<file path="src/rtl/oc_bridge_pkg.sv">
// oc_bridge_pkg: shared state type, default widths and pointer-width helper
// for the OpenCAPI virtual-channel credit bridge.
package oc_bridge_pkg;
    typedef enum logic [1:0] {INIT, LOAD, RUN, RESYNC} bridge_state_e;
    localparam int CRED_W_DEF = 7;
    localparam int DN_ICW_DEF = 4;
    function automatic int clog2(input int v);
        int r = 0;
        for (int i = 0; i < 31; i++) if ((1 << i) < v) r = i + 1;
        return r;
    endfunction
endpackage

</file>
<file path="src/rtl/oc_vc_credit_bridge_if.sv">
// oc_vc_credit_bridge_if: producer/consumer handshake bundle of one virtual channel;
// slave is the bridge's view, master the surrounding driver's view.
interface oc_vc_credit_bridge_if
    import oc_bridge_pkg::*;
#(
    parameter int PAYLOAD_W = 128,
    parameter int CRED_W    = CRED_W_DEF,
    parameter int DN_ICW    = DN_ICW_DEF
);
    logic                 up_valid;
    logic [PAYLOAD_W-1:0] up_payload;
    logic                 up_credit;
    logic [CRED_W-1:0]    up_initial_credit;
    logic                 dn_valid;
    logic [PAYLOAD_W-1:0] dn_payload;
    logic                 dn_credit;
    logic [DN_ICW-1:0]    dn_initial_credit;
    logic                 resync;
    logic [CRED_W-1:0]    credit_cnt;
    logic                 err_overflow;
    modport slave (
        input  up_valid, up_payload, dn_credit, dn_initial_credit, resync,
        output up_credit, up_initial_credit, dn_valid, dn_payload, credit_cnt, err_overflow
    );
    modport master (
        output up_valid, up_payload, dn_credit, dn_initial_credit, resync,
        input  up_credit, up_initial_credit, dn_valid, dn_payload, credit_cnt, err_overflow
    );
endinterface

</file>
<file path="src/rtl/oc_sync_fifo.sv">
// oc_sync_fifo: synchronous FIFO without bypass; pointers carry an extra lap bit
// so full/empty come straight from the pointer compare.
module oc_sync_fifo
    import oc_bridge_pkg::*;
#(
    parameter int W     = 128,
    parameter int DEPTH = 8
) (
    input  logic         clock,
    input  logic         reset_n,
    input  logic         push,
    input  logic         pop,
    input  logic [W-1:0] din,
    output logic         full,
    output logic         empty,
    output logic [W-1:0] head
);
    localparam int AW = clog2(DEPTH);
    logic [AW:0]  wp, rp;
    logic [W-1:0] mem [DEPTH];
    // Index wraps at DEPTH-1 and flips the lap bit, so non-power-of-two depths work too.
    function automatic logic [AW:0] nxt(input logic [AW:0] p);
        return p[AW-1:0] == AW'(DEPTH - 1) ? {~p[AW], AW'(0)} : p + 1'b1;
    endfunction
    assign empty = wp == rp;
    assign full  = wp[AW] != rp[AW] && wp[AW-1:0] == rp[AW-1:0];
    assign head  = mem[rp[AW-1:0]];
    always_ff @(posedge clock or negedge reset_n) begin
        if (!reset_n) begin
            wp <= '0;
            rp <= '0;
        end else begin
            if (push && !full) wp <= nxt(wp);
            if (pop && !empty) rp <= nxt(rp);
        end
    end
    always_ff @(posedge clock) begin
        if (push && !full) mem[wp[AW-1:0]] <= din;
    end
endmodule

</file>
<file path="src/rtl/oc_vc_credit_bridge.sv">
// oc_vc_credit_bridge: buffered, credit-managed bridge for one virtual channel,
// holding the upstream credit grant and the downstream credit pool.
module oc_vc_credit_bridge
    import oc_bridge_pkg::*;
#(
    parameter int PAYLOAD_W = 128,
    parameter int DEPTH     = 8,
    parameter int CRED_W    = CRED_W_DEF,
    parameter int DN_ICW    = DN_ICW_DEF
) (
    input logic                    clock,
    input logic                    reset_n,
    oc_vc_credit_bridge_if.slave   bus
);
    localparam logic [CRED_W-1:0] CMAX = '1;
    bridge_state_e        state, state_nx;
    logic                 full, empty, pop, cnt_ovf;
    logic [PAYLOAD_W-1:0] head;
    logic [CRED_W-1:0]    cnt_nx;
    oc_sync_fifo #(.W(PAYLOAD_W), .DEPTH(DEPTH)) u_fifo (
        .clock   (clock),
        .reset_n (reset_n),
        .push    (bus.up_valid),
        .pop     (pop),
        .din     (bus.up_payload),
        .full    (full),
        .empty   (empty),
        .head    (head)
    );
    assign pop     = (state == RUN || state == RESYNC) && !empty && bus.credit_cnt != '0;
    assign cnt_ovf = state != LOAD && bus.dn_credit && !pop && bus.credit_cnt == CMAX;
    // The reload in LOAD overrides any returning dn_credit.
    assign cnt_nx  = state == LOAD ? CRED_W'(bus.dn_initial_credit) :
                     cnt_ovf       ? bus.credit_cnt :
                     bus.credit_cnt + CRED_W'(bus.dn_credit) - CRED_W'(pop);
    always_comb begin
        state_nx = state;
        case (state)
            INIT:    state_nx = LOAD;
            LOAD:    state_nx = RUN;
            RUN:     state_nx = bus.resync ? RESYNC : RUN;
            RESYNC:  state_nx = empty && !bus.dn_valid ? LOAD : RESYNC;
            default: state_nx = INIT;
        endcase
    end
    always_ff @(posedge clock or negedge reset_n) begin
        if (!reset_n) begin
            state                 <= INIT;
            bus.credit_cnt        <= '0;
            bus.up_initial_credit <= '0;
            bus.dn_valid          <= 1'b0;
            bus.dn_payload        <= '0;
            bus.up_credit         <= 1'b0;
            bus.err_overflow      <= 1'b0;
        end else begin
            state          <= state_nx;
            bus.credit_cnt <= cnt_nx;
            bus.dn_valid   <= pop;
            bus.up_credit  <= pop;
            if (pop) bus.dn_payload <= head;
            if (state == LOAD) bus.up_initial_credit <= CRED_W'(DEPTH);
            // Full is judged before this cycle's pop, so a push into a full FIFO is always dropped.
            bus.err_overflow <= bus.err_overflow | (bus.up_valid & full) | cnt_ovf;
        end
    end
endmodule

</file>
<file path="src/flat_wrapper.sv">
// flat-port wrapper written by rule: the top's interface ports become plain ports
module oc_vc_credit_bridge_flat import oc_bridge_pkg::*;
#(
    parameter int PAYLOAD_W = 128,
    parameter int DEPTH     = 8,
    parameter int CRED_W    = CRED_W_DEF,
    parameter int DN_ICW    = DN_ICW_DEF
)
  (clock, reset_n, bus_up_valid, bus_up_payload, bus_dn_credit, bus_dn_initial_credit, bus_resync, bus_up_credit, bus_up_initial_credit, bus_dn_valid, bus_dn_payload, bus_credit_cnt, bus_err_overflow);
  oc_vc_credit_bridge_if #(.PAYLOAD_W(PAYLOAD_W), .CRED_W(CRED_W), .DN_ICW(DN_ICW)) bus_i ();
  input logic clock;
  input logic reset_n;
  input wire logic [$bits(bus_i.up_valid)-1:0] bus_up_valid;
  input wire logic [$bits(bus_i.up_payload)-1:0] bus_up_payload;
  input wire logic [$bits(bus_i.dn_credit)-1:0] bus_dn_credit;
  input wire logic [$bits(bus_i.dn_initial_credit)-1:0] bus_dn_initial_credit;
  input wire logic [$bits(bus_i.resync)-1:0] bus_resync;
  output wire logic [$bits(bus_i.up_credit)-1:0] bus_up_credit;
  output wire logic [$bits(bus_i.up_initial_credit)-1:0] bus_up_initial_credit;
  output wire logic [$bits(bus_i.dn_valid)-1:0] bus_dn_valid;
  output wire logic [$bits(bus_i.dn_payload)-1:0] bus_dn_payload;
  output wire logic [$bits(bus_i.credit_cnt)-1:0] bus_credit_cnt;
  output wire logic [$bits(bus_i.err_overflow)-1:0] bus_err_overflow;
  assign bus_i.up_valid = bus_up_valid;
  assign bus_i.up_payload = bus_up_payload;
  assign bus_i.dn_credit = bus_dn_credit;
  assign bus_i.dn_initial_credit = bus_dn_initial_credit;
  assign bus_i.resync = bus_resync;
  assign bus_up_credit = bus_i.up_credit;
  assign bus_up_initial_credit = bus_i.up_initial_credit;
  assign bus_dn_valid = bus_i.dn_valid;
  assign bus_dn_payload = bus_i.dn_payload;
  assign bus_credit_cnt = bus_i.credit_cnt;
  assign bus_err_overflow = bus_i.err_overflow;
  oc_vc_credit_bridge #(.PAYLOAD_W(PAYLOAD_W), .DEPTH(DEPTH), .CRED_W(CRED_W), .DN_ICW(DN_ICW)) u_core (.clock(clock), .reset_n(reset_n), .bus(bus_i));
endmodule
</file>
<file path="config.mk">
export PLATFORM = sky130hd
export DESIGN_NAME = oc_vc_credit_bridge_flat
export DESIGN_NICKNAME = d
export VERILOG_FILES = /design/src/rtl/oc_bridge_pkg.sv /design/src/rtl/oc_vc_credit_bridge_if.sv /design/src/rtl/oc_sync_fifo.sv /design/src/rtl/oc_vc_credit_bridge.sv /design/src/flat_wrapper.sv
export SDC_FILE = /design/constraint.sdc
export NUM_CORES = 1
export LEC_CHECK = 0
export CAP_MARGIN = 15
export CORE_ASPECT_RATIO = 1.5
export CORE_UTILIZATION = 59
export DETAILED_ROUTE_END_ITERATION = 8
export PLACE_DENSITY = 0.82
export REMOVE_ABC_BUFFERS = 1
export SKIP_LAST_GASP = 1
export SYNTH_ARGS = -nofsm -noshare
export SYNTH_HDL_FRONTEND = slang
export SYNTH_SLANG_ARGS = --single-unit
</file>
<file path="constraint.sdc">
create_clock -name clock -period 13.6 [get_ports clock]
set_input_delay 2.04 -clock clock [delete_from_list [all_inputs] [get_ports clock]]
set_output_delay 2.04 -clock clock [all_outputs]
set_load 0.02 [all_outputs]
</file>
======== Word level (Yosys, flattened, before mapping) ========
Memories as Yosys holds them, arrays and structs flattened. A register that Yosys moved wholly into a read port is not among the register bits.
Cells that the tools add are included.
word-level totals
  register bits after elaboration ......... 20
  latch bits .............................. 0
  RAM bits ................................ 1024
  memory bits (read-only) ................. 0
  bits of input ports ..................... 137
  output and inout bits ................... 145
  word-level logic and storage cells ...... 54
  memories ................................ 1
memory list
  name               depth  bits a word  read ports  clocked after memory_dff  wr ports  RTL line            text
  u_core.u_fifo.mem  8      128          1           1                         1         oc_sync_fifo.sv:20  logic [W-1:0] mem [DEPTH];
operators by class
  add/subtract/negate cells ............... 4
  $mul .................................... 0
  div/mod/pow operators ................... 0
  magnitude comparators ................... 0
  eq/ne operators ......................... 11
  shifts and indexed selects .............. 0
  multiplexer cells ....................... 9
  bitwise gates (word level) .............. 5
  reduce and logical (&&, ||, !) cells .... 17
operators by type and width
  cell                                                  number
  two-way mux 7 bit                                     2
  logical AND 1 bit                                     9
  adder 4 x 1 -> 4 bit (second input constant)          2
  two-way mux 4 bit                                     2
  case mux 2 bit (4 select lines)                       1
  adder 7 x 1 -> 7 bit                                  1
  equality test 7 bit (second input constant)           1
  nonzero test 7 bit                                    1
  subtractor 7 x 1 -> 7 bit                             1
  equality test 3 bit (second input constant)           2
  logical NOT 1 bit                                     5
  equality test 2 bit (second input constant)           2
  equality test 4 bit                                   1
  equality test 3 bit                                   1
  two-way mux 1 bit                                     3
  equality test 2 x 1 -> 1 bit (second input constant)  1
  logical NOT 2 bit                                     1
  two-way mux 2 bit                                     1
  != test 2 x 1 -> 1 bit (second input constant)        1
  != test 2 bit (second input constant)                 1
  NOT 1 bit                                             2
  OR 1 bit                                              2
  AND 1 bit                                             1
  logical OR 1 bit                                      1
  != test 1 bit                                         1

======== Depth between registers and ports, before layout ========
Gate-level depths: netlist of the first run.
  depth after elaboration ................. 9
  mapped depth ............................ 14
  gate-level depth less buffers ........... 12

======== Hierarchy ========
A second synthesis of the first run with hierarchy kept.
second synthesis, totals
  cell total of the unflattened synthesis .. 1909
  area total of the unflattened synthesis .. 44621.5 µm²
modules (own cells, without submodules)
  module               instances  cells each  area an instance (µm²)  sequential area each (µm²)
  oc_sync_fifo         1          1539        38988.6                 30949.7
  oc_vc_credit_bridge  1          370         5632.9                  3503.4

======== Least setup slack after synthesis of the first run ========
OpenSTA, ideal clock, no wires.
  path type ............................... input to register
  start point ............................. input bus_up_valid
  end point ............................... memory u_core.u_fifo.mem[0][0], enable pin
  setup time .............................. 773 ps
  arrival ................................. 11107 ps
  data required time ...................... 12827 ps
  setup slack ............................. 1720 ps
  stages .................................. 3
  buffers on the path ..................... 0
  path through ............................ nand2_1 > or2_2 > nor3_1
on the way
  cells in the longest elaborated chain, start to end .. 3
RTL lines
  what                                     RTL line            text
  from (decl)                              flat_wrapper.sv:13  input wire logic [$bits(bus_i.up_valid)-1:0] bus_up_valid;
  logical AND 1 bit                        oc_sync_fifo.sv:38  if (push && !full) mem[wp[AW-1:0]] <= din;
  two-way mux 1 bit                        oc_sync_fifo.sv:38
  two-way mux 1 bit (implied by the code)  oc_sync_fifo.sv:38
  to (decl)                                oc_sync_fifo.sv:20
Every way passes these cells.

======== Worst setup path in the final report of the first run ========
  start point ............................. input bus_up_valid
  end point ............................... memory u_core.u_fifo.mem[0][46], enable pin
Same word-level chain as after synthesis.

==> impl_metrics.toml, run 1 <==
[timing]
final_hold_viol_count = 0
setup_violations = 0
slew_viol_final = 0
max_freq_ghz = 0.202
rsz0062_at_grt = "no"
worst_slack_ns = 8.66
post-route-min-period_ns = 4.94
slew_headroom_pct = 23.3
fin_crit_sh_pct = 36.3
tightest_slew_ns = 1.15
clock_skew_ns = 0.0134
setup_tns_ns = 0

[logic_synthesis]
syn_area_sq_mm = 0.0442
synthXorXnorAreaFrac_pct = 0.289
synthAdderAreaFrac_pct = 0.442
synth_top_area_share_pct = 69.6
synthesis.instances = 2043
synth_top_family_by_area = "multiplexers"
synth_ff_type = "edfxtp_1"
synthMuxAreaShare_pct = 16.1
synth_enable_flop_cells = 1024
yosys_warnings = 0
synth_compound_area_share_pct = 1.74
yosysSeqAreaShare_pct = 78.0
yosysUniqueCellTypes = 41
synth_area_per_cell_sq_um = 21.6
async_flop_share_pct = 12.6
synth_area_leaders = "edfxtp_1 70%, mux4_2 13%, dfrtp_1 8.4%"
synthSimpleGateAreaFrac_pct = 1.71
synth.ff_latch_count = 1172
yosysTopAreaCell = "edfxtp_1"

[route]
dr_total_vias = 21212
drc = 0
drtIter0Drc = 2137
first_pass_iters = 5
wirelength_microns = 96200
avgRoutedWirePerCell_microns = 28.1
routed_via_density = 6.20
ant_nets = 0

[cts]
ctsHoldBuffers = 0
cts.sinks = 1172
clock-root-buffer = "clkbuf_16"
postCtsSetupBuffers = 0
cts.clk_slew.worst_paths_ns = 0.06
cts_tree = "built"
cts_inserted_buffers = 98
cts_resized = 0
clk_latency_ns = 0.66
cts_max_path_buffers = 3
cts-htree-levels = 3

[power_and_ir_drop]
comb_power_share_pct = 31.4
powerDensity_mw_per_mm2 = 230
power.total_w = 0.0118
p_sw_w = 0.00367
internal_power_w = 0.00810
switching_share_pct = 31.2
p_leak_nw = 17.1
pwr-share-seq_pct = 43.3
clkPwrFrac_pct = 25.3
vdd_ir_drop_max_v = 0.000140

[outcome]
status = "completed"

[grt]
antenna_found_initial = 24
track_usage_pct = 25.9
grt_max_degree = 150
grt_pass1_vias = 22636
grt_pass1_wl_microns = 143000
overflow = 0

[floorplanning]
floorplan.initialDensity_pct = 59.8
die_w_microns = 225
die_area_sq_mm = 0.0760
die-height_microns = 337
rows = 122
top_level_ports = 282
coreArea_sq_mm = 0.0739

[critical_path]
crit_required_ns = 13.87
reg2reg_slack_ns = 9.20
crit_type = "input pin to flip-flop"
worst_setup_path_end_kind = "flip-flop"
critPathMaxFanout = 68
arrival_ns = 5.21
start_kind = "input pin"

[placement]
post-place-ws_ns = 8.02
dp_hpwl_microns = 48400
placedCellCount = 3227
io_buffer_count = 275
finalWeightedCongestion = 0.754

[cells_and_area]
area_delta_synth_final_pct = 16.0
multi_input_comb_area_sq_mm = 0.00903
drive_gt1_share_pct = 18.8
final_cells = 3422
post-route-util_pct = 69.4
nets = 2488
layout.area.seq_sq_mm = 0.0345
fillers = 4325

[hold_path]
min_path_type = "flip-flop to flip-flop"

[run]
max-cap-violations = 0
## cells by family (layout without fill, tap and decap cells)
group           after synthesis  after routing
flops                      1172           1172
mux                         388            388
simple gates                183            183
compound gates              150            150
buf+inv                     122            496
fa+ha+maj                    15             15
xor+xnor                     12             12
other cells                   1             14
## layout by cell type (no fill, tap or decap), drive strengths merged, types with 3 or more instances in the layout
cell type | synthesis | routed
conb | 1 | 6
nand2b | 6 | 6
edfxtp | 1024 | 1024
xnor2 | 6 | 6
nand4 | 3 | 3
ha | 14 | 14
clkbuf | 5 | 130
buf | 108 | 27
nand2 | 13 | 13
nor2 | 142 | 142
nor3 | 4 | 4
inv | 9 | 15
bufinv | 0 | 18
clkinv | 0 | 26
mux2 | 4 | 4
o21ai | 9 | 9
mux4 | 256 | 256
xor2 | 6 | 6
clkinvlp | 0 | 6
diode | 0 | 8
dfrtp | 148 | 148
clkdlybuf4s50 | 0 | 274
nand3 | 5 | 5
a21oi | 133 | 133
mux2i | 128 | 128
## flip-flops by register name (all words and copies together) (netlist names)
register,flops
u_core.bus.dn_payload,128
u_core.bus.credit_cnt,7
u_core.bus.up_initial_credit,1
u_core.u_fifo.mem,1024
u_core.u_fifo.rp,4
u_core.bus.err_overflow,1
u_core.bus.up_credit,1
u_core.u_fifo.wp,4
u_core.state,2
## synthesized netlist by cell type (6+ instances only)
library cell,instances
nand2b_1,6
edfxtp_1,1024
a21oi_1,133
ha_1,14
dfrtp_1,148
mux4_2,255
mux2i_1,128
nand2_1,13
o21ai_0,9
nor2_1,142
buf_6,26
buf_4,12
inv_1,9
xor2_1,6
buf_2,69
## path summary, 6_finish.rpt
path                                                 start                         endpoint  depth (start not counted)
max                                           bus_up_valid         u_core.u_fifo.mem[0][46]                          6
max in group asynchronous                          reset_n        u_core.bus.dn_payload[60]                          3
min reg2reg                u_core.bus.up_initial_credit[3]  u_core.bus.up_initial_credit[3]                          1
min                        u_core.bus.up_initial_credit[3]  u_core.bus.up_initial_credit[3]                          1
min in group asynchronous                          reset_n        u_core.bus.dn_payload[33]                          1
max reg2reg                            u_core.u_fifo.rp[2]         u_core.u_fifo.mem[0][46]                          7
## critical path, cell delays in order
cell and delay, ns:
clkdlybuf4s50_1 0.56, nand2_1 0.21, or2_2 0.44, nor3_2 0.14
buf_4 0.79, buf_4 0.89
## per-layer routing
layer  up-vias  GRT usage [%]  share of wire (%)
met2      1028           44.1                 52
met1     11084           33.1                 37
met3       213           4.76                7.4
met5         -              0               0.20
li1       8855              -                  -
met4        32           10.5                3.5
## power by group through the flow
stage          Combinational [W]  Clock (W)  Sequential, W
2_1_floorplan            0.00261          0        0.00566
3_3_place_gp             0.00357          0        0.00509
3_5_place_dp             0.00366          0        0.00515
4_1_cts                  0.00374    0.00301        0.00510
5_1_grt                  0.00395    0.00314        0.00515
6_report                 0.00370    0.00298        0.00510
## stage by stage
step | hold WS [ns] | cell area [sq um]
after detailed placement | 0.489 | 47800
after CTS | 0.505 | 51200
final | 0.486 | 51200
after global placement | 0.459 | 47800
after floorplan | 0.461 | 43500
after global routing | 0.527 | 51200
## area by class of cell
class                      instances  share of cell area, %
clock inverter                    56                   1.51
clock buffer                     130                   5.16
multi-input combinational        754                   17.6
antenna                            8                 0.0391
inverter                           9                 0.0659
timing repair buffer             301                   5.93
tap                              992                   2.42
sequential                      1172                   67.3
Note: power is estimated with default switching activity, not from simulation.
==> inputs of run 2 (changes only) <==
- CORE_UTILIZATION: 59 -> 53
- PLACE_DENSITY: 0.82 -> 0.78
- clock period: 13.6 -> 4.3 ns (I/O delays scaled with it)
==> run 2 against run 1 <==
  * Final cell count grew 4.1%
  * Power grew to 3.2 times the previous value
  * Sequential cell count did not move
  * Hold slack worse by 0.0045 ns
  * Global-route usage decreased by 3.4 points
  * Combinational power rose to 3.2 times the previous value
  * Sequential power increased to 3.1 times the previous value
  * Clock power grew to 3.2 times the previous value
  * Worst setup slack worse by 7.4 ns
  * Sequential share of layout area down 0.62 points
  * Critical path depth increased by 5
  * Wire length fell by 2.3%
  * Largest power group unchanged
==> impl_metrics.toml, run 2 (synthesis gave the netlist of run 1 again) <==
[power_and_ir_drop]
p_leak_nw = 17.3
power.total_w = 0.0371
comb_power_share_pct = 32.0
switching_share_pct = 31.3
pwr-share-seq_pct = 42.6
internal_power_w = 0.0255
p_sw_w = 0.0116
vdd_ir_drop_max_v = 0.000530
powerDensity_mw_per_mm2 = 718
clkPwrFrac_pct = 25.3

[timing]
rsz0062_at_grt = "no"
final_hold_viol_count = 0
setup_tns_ns = 0
post-route-min-period_ns = 3.02
hold_ws_ns = 0.482
max_freq_ghz = 0.331
setup_violations = 0
slew_headroom_pct = 28.4
clock_skew_ns = 0.0314
worst_slack_ns = 1.28
fin_crit_sh_pct = 70.3
tightest_slew_ns = 1.07
slew_viol_final = 0

[grt]
grt_max_degree = 161
grt_pass1_vias = 22444
antenna_found_initial = 22
grt_pass1_wl_microns = 140000
track_usage_pct = 22.5
overflow = 0

[floorplanning]
coreArea_sq_mm = 0.0825
die_area_sq_mm = 0.0846
floorplan.initialDensity_pct = 53.6
top_level_ports = 282
die_w_microns = 238
die-height_microns = 356
rows = 129

[cts]
clk_latency_ns = 0.68
cts.sinks = 1172
cts.clk_slew.worst_paths_ns = 0.07
cts_tree = "built"
cts-htree-levels = 3
cts_resized = 0
cts_max_path_buffers = 3
cts_inserted_buffers = 102
clock-root-buffer = "clkbuf_16"

[cells_and_area]
final_common_cell = "edfxtp_1"
largest_register_ffs = 1024
layout_common_cells = "1024 x edfxtp_1, 274 x clkdlybuf4s50_1, 255 x mux4_2"
area_delta_synth_final_pct = 17.0
drive_gt1_share_pct = 19.7
fillers = 5357
nets = 2501

[critical_path]
cp_cell_sequence = "xnor2_2 -> nand4b_1 -> and2_4 -> xor2_1 -> ha_1 -> fa_1 -> a21oi_1 -> o21ai_0 -> xor2_1 -> nand3_1 -> o21ai_0"
cp.buffers_inverters = 0
arrival_ns = 3.55
worst_setup_path_end_kind = "flip-flop"
crit_required_ns = 4.83
critPathMaxFanout = 9
cp_top_family = "simple AND/OR/NAND/NOR gates"
crit_type = "flip-flop to flip-flop"
critPathSlowestCell = "dfrtp_1"
max_stage_delay_ns = 0.52
start_kind = "flip-flop"

[run]
max-cap-violations = 0

[outcome]
status = "completed"

[route]
drc = 0
avgRoutedWirePerCell_microns = 26.4
wirelength_microns = 93900
dr_total_vias = 20824
routed_via_density = 5.84
drtIter0Drc = 1782
ant_nets = 0
first_pass_iters = 5

[placement]
finalWeightedCongestion = 0.775
post-place-ws_ns = 1.07
dp_hpwl_microns = 50200
io_buffer_count = 275

[hold_path]
min_path_type = "flip-flop to flip-flop"
[run 2: changes by cell type in the layout (fill, tap and decap cells not counted), moves of 2 or more]
cell / before / now
clkbuf_8: 7 / 14
clkinv_16: 0 / 3
buf_12: 7 / 19
clkinv_4: 2 / 4
clkinvlp_4: 5 / 8
bufinv_16: 18 / 10
inv_6: 6 / 2
clkbuf_16: 98 / 102
buf_4: 19 / 15
clkinv_2: 16 / 24
diode_2: 8 / 11
clkbuf_1: 25 / 15
[run 2: per-stage QoR]
| step | cells | area [sq um] | util, % |
|---|---|---|---|
| after global routing | 3560 | 51700 | 62.7 |
| after CTS | 3552 | 51700 | 62.7 |
| after global placement | 3357 | 48200 | 58.4 |
| after floorplan | 1935 | 43500 | - |
| final | 3563 | 51700 | 62.7 |
| after detailed placement | 3357 | 48200 | 58.4 |
[run 2: path summary, 6_finish.rpt]
path                                                  from  depth (start not counted)                               to  slack [ns]
hold / removal             u_core.bus.up_initial_credit[3]                          1  u_core.bus.up_initial_credit[3]        0.48
hold reg to reg            u_core.bus.up_initial_credit[3]                          1  u_core.bus.up_initial_credit[3]        0.48
setup reg to reg                       u_core.u_fifo.wp[1]                         11         u_core.bus.credit_cnt[4]        1.28
min in group asynchronous                          reset_n                          2        u_core.bus.dn_payload[11]        0.53
setup / recovery                       u_core.u_fifo.wp[1]                         11         u_core.bus.credit_cnt[4]        1.28
max in group asynchronous                          reset_n                          3        u_core.bus.dn_payload[89]        2.69
[run 2: final cells by class]
| type | count | area, sq um | share of cell area [%] |
|---|---|---|---|
| Clock buffer | 131 | 2800 | 5.42 |
| Sequential cell | 1172 | 34500 | 66.6 |
| Tap cell | 1113 | 1390 | 2.69 |
| Multi-Input combinational cell | 754 | 9030 | 17.5 |
| Antenna cell | 11 | 27.5 | 0.0532 |
| Clock inverter | 63 | 717 | 1.39 |
| Timing Repair Buffer | 310 | 3260 | 6.30 |
| Inverter | 9 | 33.8 | 0.0653 |
[run 2: layer usage]
metal / vias up / part of all wire, % / global-route usage, %
li1: 8902 / - / -
met1: 11040 / 38 / 28.0
met2: 705 / 52 / 38.7
met3: 155 / 6.4 / 4.78
met4: 22 / 3.1 / 8.79
met5: - / 0.14 / 0
[run 2: power by group through the flow]
stage | clock network, W | logic, W | registers (W)
after floorplan | 0 | 0.00614 | 0.0175
after global placement | 0 | 0.0117 | 0.0159
after detailed placement | 0 | 0.0120 | 0.0160
after CTS | 0.00955 | 0.0121 | 0.0158
after global routing | 0.00997 | 0.0128 | 0.0160
final | 0.00941 | 0.0119 | 0.0158
[run 2: what timing repair did]
action,4_1_cts,5_1_grt
endpoints found under the hold margin,3,0
buffers inserted,0,0
hold buffers,1,0
[run 2: worst register-to-register path, delay by kind of cell, from the launching register on]
kind	cells	cell delay (ns)
flip-flops	1	0.52
adder cells (fa/ha/maj)	2	0.67
AND/OR/NAND/NOR	3	0.69
AO/OA/AOI/OAI	3	0.43
XOR/XNOR	3	0.58
==> inputs of run 3 (changes only) <==
- CORE_UTILIZATION: 53 -> 59
- PLACE_DENSITY: 0.78 -> 0.82
- clock period: 4.3 -> 2.95 ns (I/O delays scaled with it)
==> run 3 against run 2 <==
  * Combinational power rose by 50%
  * Register-to-register slack got worse by 1.1 ns
  * Critical path depth fell by 6
  * Maximum frequency rose by 7.3%
  * Sequential share of layout area fell by 0.059 points
  * Power rose by 45%
  * Sequential power rose by 46%
  * Via count rose by 1.5%
  * First-iteration DRC count rose by 2.0%
  * Largest cell class unchanged
  * Highest routed layer unchanged
==> impl_metrics.toml, run 3 (synthesis gave the netlist of run 1 again) <==
[route]
ant_nets = 0
drc = 0
routed_via_density = 6.12
dr_total_vias = 21145
wirelength_microns = 94400
first_pass_iters = 5
avgRoutedWirePerCell_microns = 27.3
drtIter0Drc = 1817

[critical_path]
cp_common_cell = "buf_4"
max_stage_delay_ns = 0.82
rr_endpoint = "u_core.bus.dn_payload[99]"
reg2reg_from = "u_core.u_fifo.rp[1]"
critPathSlowestCell = "buf_4"
worst_setup_path_end_kind = "flip-flop"
cp-endpoint = "u_core.bus.dn_payload[99]"
reg2reg_slack_ns = 0.13
crit_required_ns = 3.45
cp-startpoint = "u_core.u_fifo.rp[1]"
arrival_ns = 3.31
cp_cell_sequence = "buf_4 -> buf_4 -> mux4_2 -> mux2i_1 -> a21oi_1"
ff2ff_path_depth = 5
crit_type = "flip-flop to flip-flop"
start_kind = "flip-flop"
critPathMaxFanout = 62

[cells_and_area]
layout_common_cells = "1024 x edfxtp_1, 274 x clkdlybuf4s50_1, 255 x mux4_2"
final_cells = 3457
drive_gt1_share_pct = 20.0
largest_register_ffs = 1024
nets = 2524
final_common_cell = "edfxtp_1"
area_delta_synth_final_pct = 17.2

[grt]
grt_max_degree = 153
grt_pass1_vias = 22480
antenna_found_initial = 14
track_usage_pct = 25.3
overflow = 0
grt_pass1_wl_microns = 139000

[power_and_ir_drop]
p_sw_w = 0.0167
powerDensity_mw_per_mm2 = 1040
switching_share_pct = 31.1
p_leak_nw = 17.4
pwr-share-seq_pct = 42.6
vdd_ir_drop_max_v = 0.00107
comb_power_share_pct = 33.0
internal_power_w = 0.0372
clkPwrFrac_pct = 24.4

[timing]
fin_crit_sh_pct = 95.5
post-route-min-period_ns = 2.82
max_freq_ghz = 0.355
slew_headroom_pct = 36.3
slew_viol_final = 0
setup_violations = 0
tightest_slew_ns = 0.956
clock_skew_ns = 0.0181
final_hold_viol_count = 0
setup_tns_ns = 0
rsz0062_at_grt = "no"

[cts]
cts_tree = "built"
cts.sinks = 1172
clock-root-buffer = "clkbuf_16"
cts.clk_slew.worst_paths_ns = 0.07
cts_inserted_buffers = 99
cts_max_path_buffers = 3
clk_latency_ns = 0.66
cts-htree-levels = 3

[placement]
dp_hpwl_microns = 51500
placedCellCount = 3260
finalWeightedCongestion = 0.789
io_buffer_count = 275

[floorplanning]
die_w_microns = 225
floorplan.initialDensity_pct = 59.8
top_level_ports = 282
rows = 122
coreArea_sq_mm = 0.0739
die_area_sq_mm = 0.0760
die-height_microns = 337

[hold_path]
min_path_type = "input pin to async pin"

[outcome]
status = "completed"

[run]
max-cap-violations = 0
## run 3: cell types whose count changed in the layout (fill, tap and decap cells not counted), sizes merged
cell      previous run  this run
clkinvlp             8        11
clkbuf             131       125
diode               11         8
buf                 35        61
inv                 13        12
clkinv              41        37
## run 3: what timing repair did
action                                  4_1_cts  5_1_grt
resized for setup                             0        2
hold buffers                                  1        0
endpoints found under the hold margin        23        0
endpoints found under the setup margin        0        8
buffers inserted                              0        2
## run 3: power groups by stage
stage	registers (W)	clock network, W	logic [W]
3_3_place_gp	0.0230	0	0.0174
6_report	0.0230	0.0131	0.0178
5_1_grt	0.0232	0.0139	0.0190
2_1_floorplan	0.0249	0	0.00685
4_1_cts	0.0230	0.0133	0.0181
3_5_place_dp	0.0232	0	0.0178
## run 3: metal layers
layer / routed length, microns / vias to the layer above / GRT usage, %
li1: - / 8946 / -
met1: 35400 / 11141 / 32.0
met4: 3250 / 12 / 10.2
met2: 49600 / 863 / 43.9
met3: 6110 / 183 / 4.29
met5: 89 / - / 0
## run 3: worst min-delay path by stage
stage	startpoint	endpoint	slack (ns)	cells past startpoint
6_report	reset_n	u_core.bus.dn_payload[64]	0.24	2
5_1_grt	reset_n	u_core.bus.dn_payload[33]	0.26	2
4_1_cts	reset_n	u_core.bus.dn_payload[33]	0.22	2
3_5_place_dp	reset_n	u_core.bus.dn_payload[33]	0.35	1
3_3_place_gp	reset_n	u_core.bus.dn_payload[33]	0.35	1
2_1_floorplan	reset_n	u_core.bus.credit_cnt[0]	0.15	0
## run 3: area by class of cell
| class | instances | area (sq um) |
|---|---|---|
| flip-flops and latches | 1172 | 34500 |
| fillers | 4402 | 22100 |
| multi-input cells | 754 | 9030 |
| repair buffers | 336 | 3700 |
| clock buffers | 125 | 2700 |
| well taps | 992 | 1240 |
| clock inverters | 61 | 583 |
| inverters | 9 | 33.8 |
| diodes | 8 | 20.0 |
## run 3: metrics by stage
stage               total power, W  utilization, %  area (sq um)  hold slack (ns)  setup slack, ns
floorplan                   0.0318               -         43500            0.147           -16.91
global placement            0.0404            65.6         48400            0.352            0.175
detailed placement          0.0410            65.6         48400            0.350            0.154
CTS                         0.0544            70.0         51700            0.220           0.0843
global route                0.0561            70.1         51800            0.255          0.00777
finish                      0.0539            70.1         51800            0.243            0.134
## run 3: critical path: cells and delay by family (launching register included)
family                 cells  cell delay (ns)
AO/OA/AOI/OAI              1             0.15
multiplexers               2             0.63
flip-flops                 1             0.45
buffers and inverters      2             1.37
==> variant (flow settings as in run 1) <==
`DEPTH` is set to 8 in 3 places; all go to 16.
--- a/src/rtl/oc_sync_fifo.sv
+++ b/src/rtl/oc_sync_fifo.sv
@@ -4,7 +4,7 @@
     import oc_bridge_pkg::*;
 #(
     parameter int W     = 128,
-    parameter int DEPTH = 8
+    parameter int DEPTH = 16
 ) (
     input  logic         clock,
     input  logic         reset_n,
--- a/src/rtl/oc_vc_credit_bridge.sv
+++ b/src/rtl/oc_vc_credit_bridge.sv
@@ -4,7 +4,7 @@
     import oc_bridge_pkg::*;
 #(
     parameter int PAYLOAD_W = 128,
-    parameter int DEPTH     = 8,
+    parameter int DEPTH     = 16,
     parameter int CRED_W    = CRED_W_DEF,
     parameter int DN_ICW    = DN_ICW_DEF
 ) (
--- a/src/flat_wrapper.sv
+++ b/src/flat_wrapper.sv
@@ -2,7 +2,7 @@
 module oc_vc_credit_bridge_flat import oc_bridge_pkg::*;
 #(
     parameter int PAYLOAD_W = 128,
-    parameter int DEPTH     = 8,
+    parameter int DEPTH     = 16,
     parameter int CRED_W    = CRED_W_DEF,
     parameter int DN_ICW    = DN_ICW_DEF
 )
Function: changed (Yosys sat finds a counterexample within 4 cycles, from zero or initial values and one cycle with reset_n low).
==> variant against run 1 <==
Worst setup slack got worse by 0.87 ns; largest cell class unchanged; area after synthesis rose by 86%; power increased by 69%; final area grew 81%; clock skew increased by 0.014 ns; sequential share of layout area increased by 3.0 points; combinational power is 57% higher; wire length grew 110%; sequential cell count grew 1026; largest power group unchanged.
==> variant: results (changes against run 1) <==
[run_status]
status=finished, final reports clean

[clocking]
cts_made_buffers=184  ; +88%
cts_max_level=4  ; +1

[logic_synthesis]
async_flop_share=0.0682  ; -0.0580
synth_common_cells=edfxtp_1, mux4_2, dfrtp_1
synth_edf_count=2048  ; +100%
synth_area_leaders=edfxtp_1, mux4_2, dfrtp_1
yosysUniqueCellTypes=47  ; +15%

[global_route]
grt_max_degree=137  ; -8.7%
grt_pass1_vias=42400  ; +87%
grt_pass1_wl_um=294000  ; +110%
antenna_found_initial=27  ; +13%
grtUsageTotal=0.292  ; +0.0334

[setup_path]
r2r-end=u_core.u_fifo.mem[1][59]$_DFFE_PP_
reg2reg_from=u_core.u_fifo.rp[0]$_DFFE_PN0P_
crit_arrival_ns=6.23  ; +1.02 ns

[sta]
whs_ns=0.467  ; -0.0190 ns
slew_headroom=0.173  ; -0.0596
min_period_over_period=0.427  ; +0.0637

[final_layout]
largest_reg_flops=2048  ; +100%
layout.nets=4049  ; +63%

[placement]
place_ws_ns=7.27  ; -0.751 ns
hpwl_um=100000  ; +110%
gp_congestion=0.766  ; +1.6%

[hold_path]
worstHoldStart=u_core.bus.up_initial_credit[4]$_DFFE_PN0P_
hold_end=u_core.bus.up_initial_credit[4]$_DFFE_PN0P_

[pwr]
p_int_uw=13700  ; +69%
leakage_uw=0.0294  ; +71%
peakVddDrop_uv=215  ; +54%

[routing]
dr.first_iter.drc_count=5261  ; +150%

==> variant: cell types whose count changed after synthesis, sizes merged, moves of 15 or more <==
| cell | before | now |
|---|---|---|
| nand2 | 13 | 144 |
| edfxtp | 1024 | 2048 |
| mux4 | 256 | 512 |
| mux2i | 128 | 1 |
| and3 | 1 | 16 |
| nor2 | 142 | 11 |
| a221oi | 0 | 128 |
| a21oi | 133 | 7 |
| clkbuf | 5 | 102 |
| a22o | 0 | 128 |
| o21ai | 9 | 133 |
==> variant: final cells by class <==
cell class | count | area (sq um) | area share
Sequential cell | 2198 | 65300 | 0.702
Multi-Input combinational cell | 1160 | 15900 | 0.172
Clock buffer | 248 | 4970 | 0.0535
Timing Repair Buffer | 339 | 3270 | 0.0352
Tap cell | 1859 | 2330 | 0.0250
Clock inverter | 97 | 1040 | 0.0112
Inverter | 13 | 48.8 | 0.000525
Antenna cell | 14 | 35.0 | 0.000377
==> variant: cell families after synthesis <==
kind of cell / share of synthesized area
buf+inv: 0.0143
mux: 0.140
other cells: 0.0000456
xor+xnor: 0.00160
simple gates: 0.0103
flops: 0.793
fa+ha+maj: 0.00253
compound gates: 0.0375
==> variant: critical path: stages <==
cell,delay [ns]
clkdlybuf4s50_1,0.52
o21a_1,0.61
nor2b_1,0.64
and3_4,0.70
buf_4,0.65
buf_4,0.85
==> variant: worst max-delay path by stage <==
stage | startpoint | to
final | bus_up_valid | u_core.u_fifo.mem[1][59]$_DFFE_PP_
after global routing | bus_up_valid | u_core.u_fifo.mem[1][56]$_DFFE_PP_
after CTS | bus_up_valid | u_core.u_fifo.mem[1][100]$_DFFE_PP_
after detailed placement | bus_up_valid | u_core.u_fifo.mem[1][13]$_DFFE_PP_
after global placement | bus_up_valid | u_core.u_fifo.mem[3][13]$_DFFE_PP_
after floorplan | u_core.u_fifo.rp[0]$_DFFE_PN0P_ | u_core.bus.credit_cnt[6]$_DFFE_PN0P_
==> variant: stage by stage <==
step           cell area (sq um)  total power [uW]  utilization  instances
2_1_floorplan              81100             14400            -       3371
3_5_place_dp               86900             14500        0.629       5569
4_1_cts                    92900             19900        0.672       5914
6_report                   92900             19900        0.673       5928
3_3_place_gp               86900             14400        0.629       5569
5_1_grt                    92900             20500        0.672       5920
==> variant: metal layers <==
metal	track usage	share of wire	up-vias
li1	-	-	15900
met1	0.380	0.35	21500
met2	0.485	0.51	3111
met3	0.0680	0.10	510
met4	0.110	0.037	34
met5	0	0.0013	-
==> variant: power by group through the flow <==
stage | Combinational [uW] | Sequential, uW | Clock, uW
after floorplan | 5000 | 9390 | 0
after global placement | 5580 | 8790 | 0
after detailed placement | 5670 | 8840 | 0
after CTS | 5830 | 8750 | 5360
after global routing | 6110 | 8810 | 5610
final | 5820 | 8760 | 5340
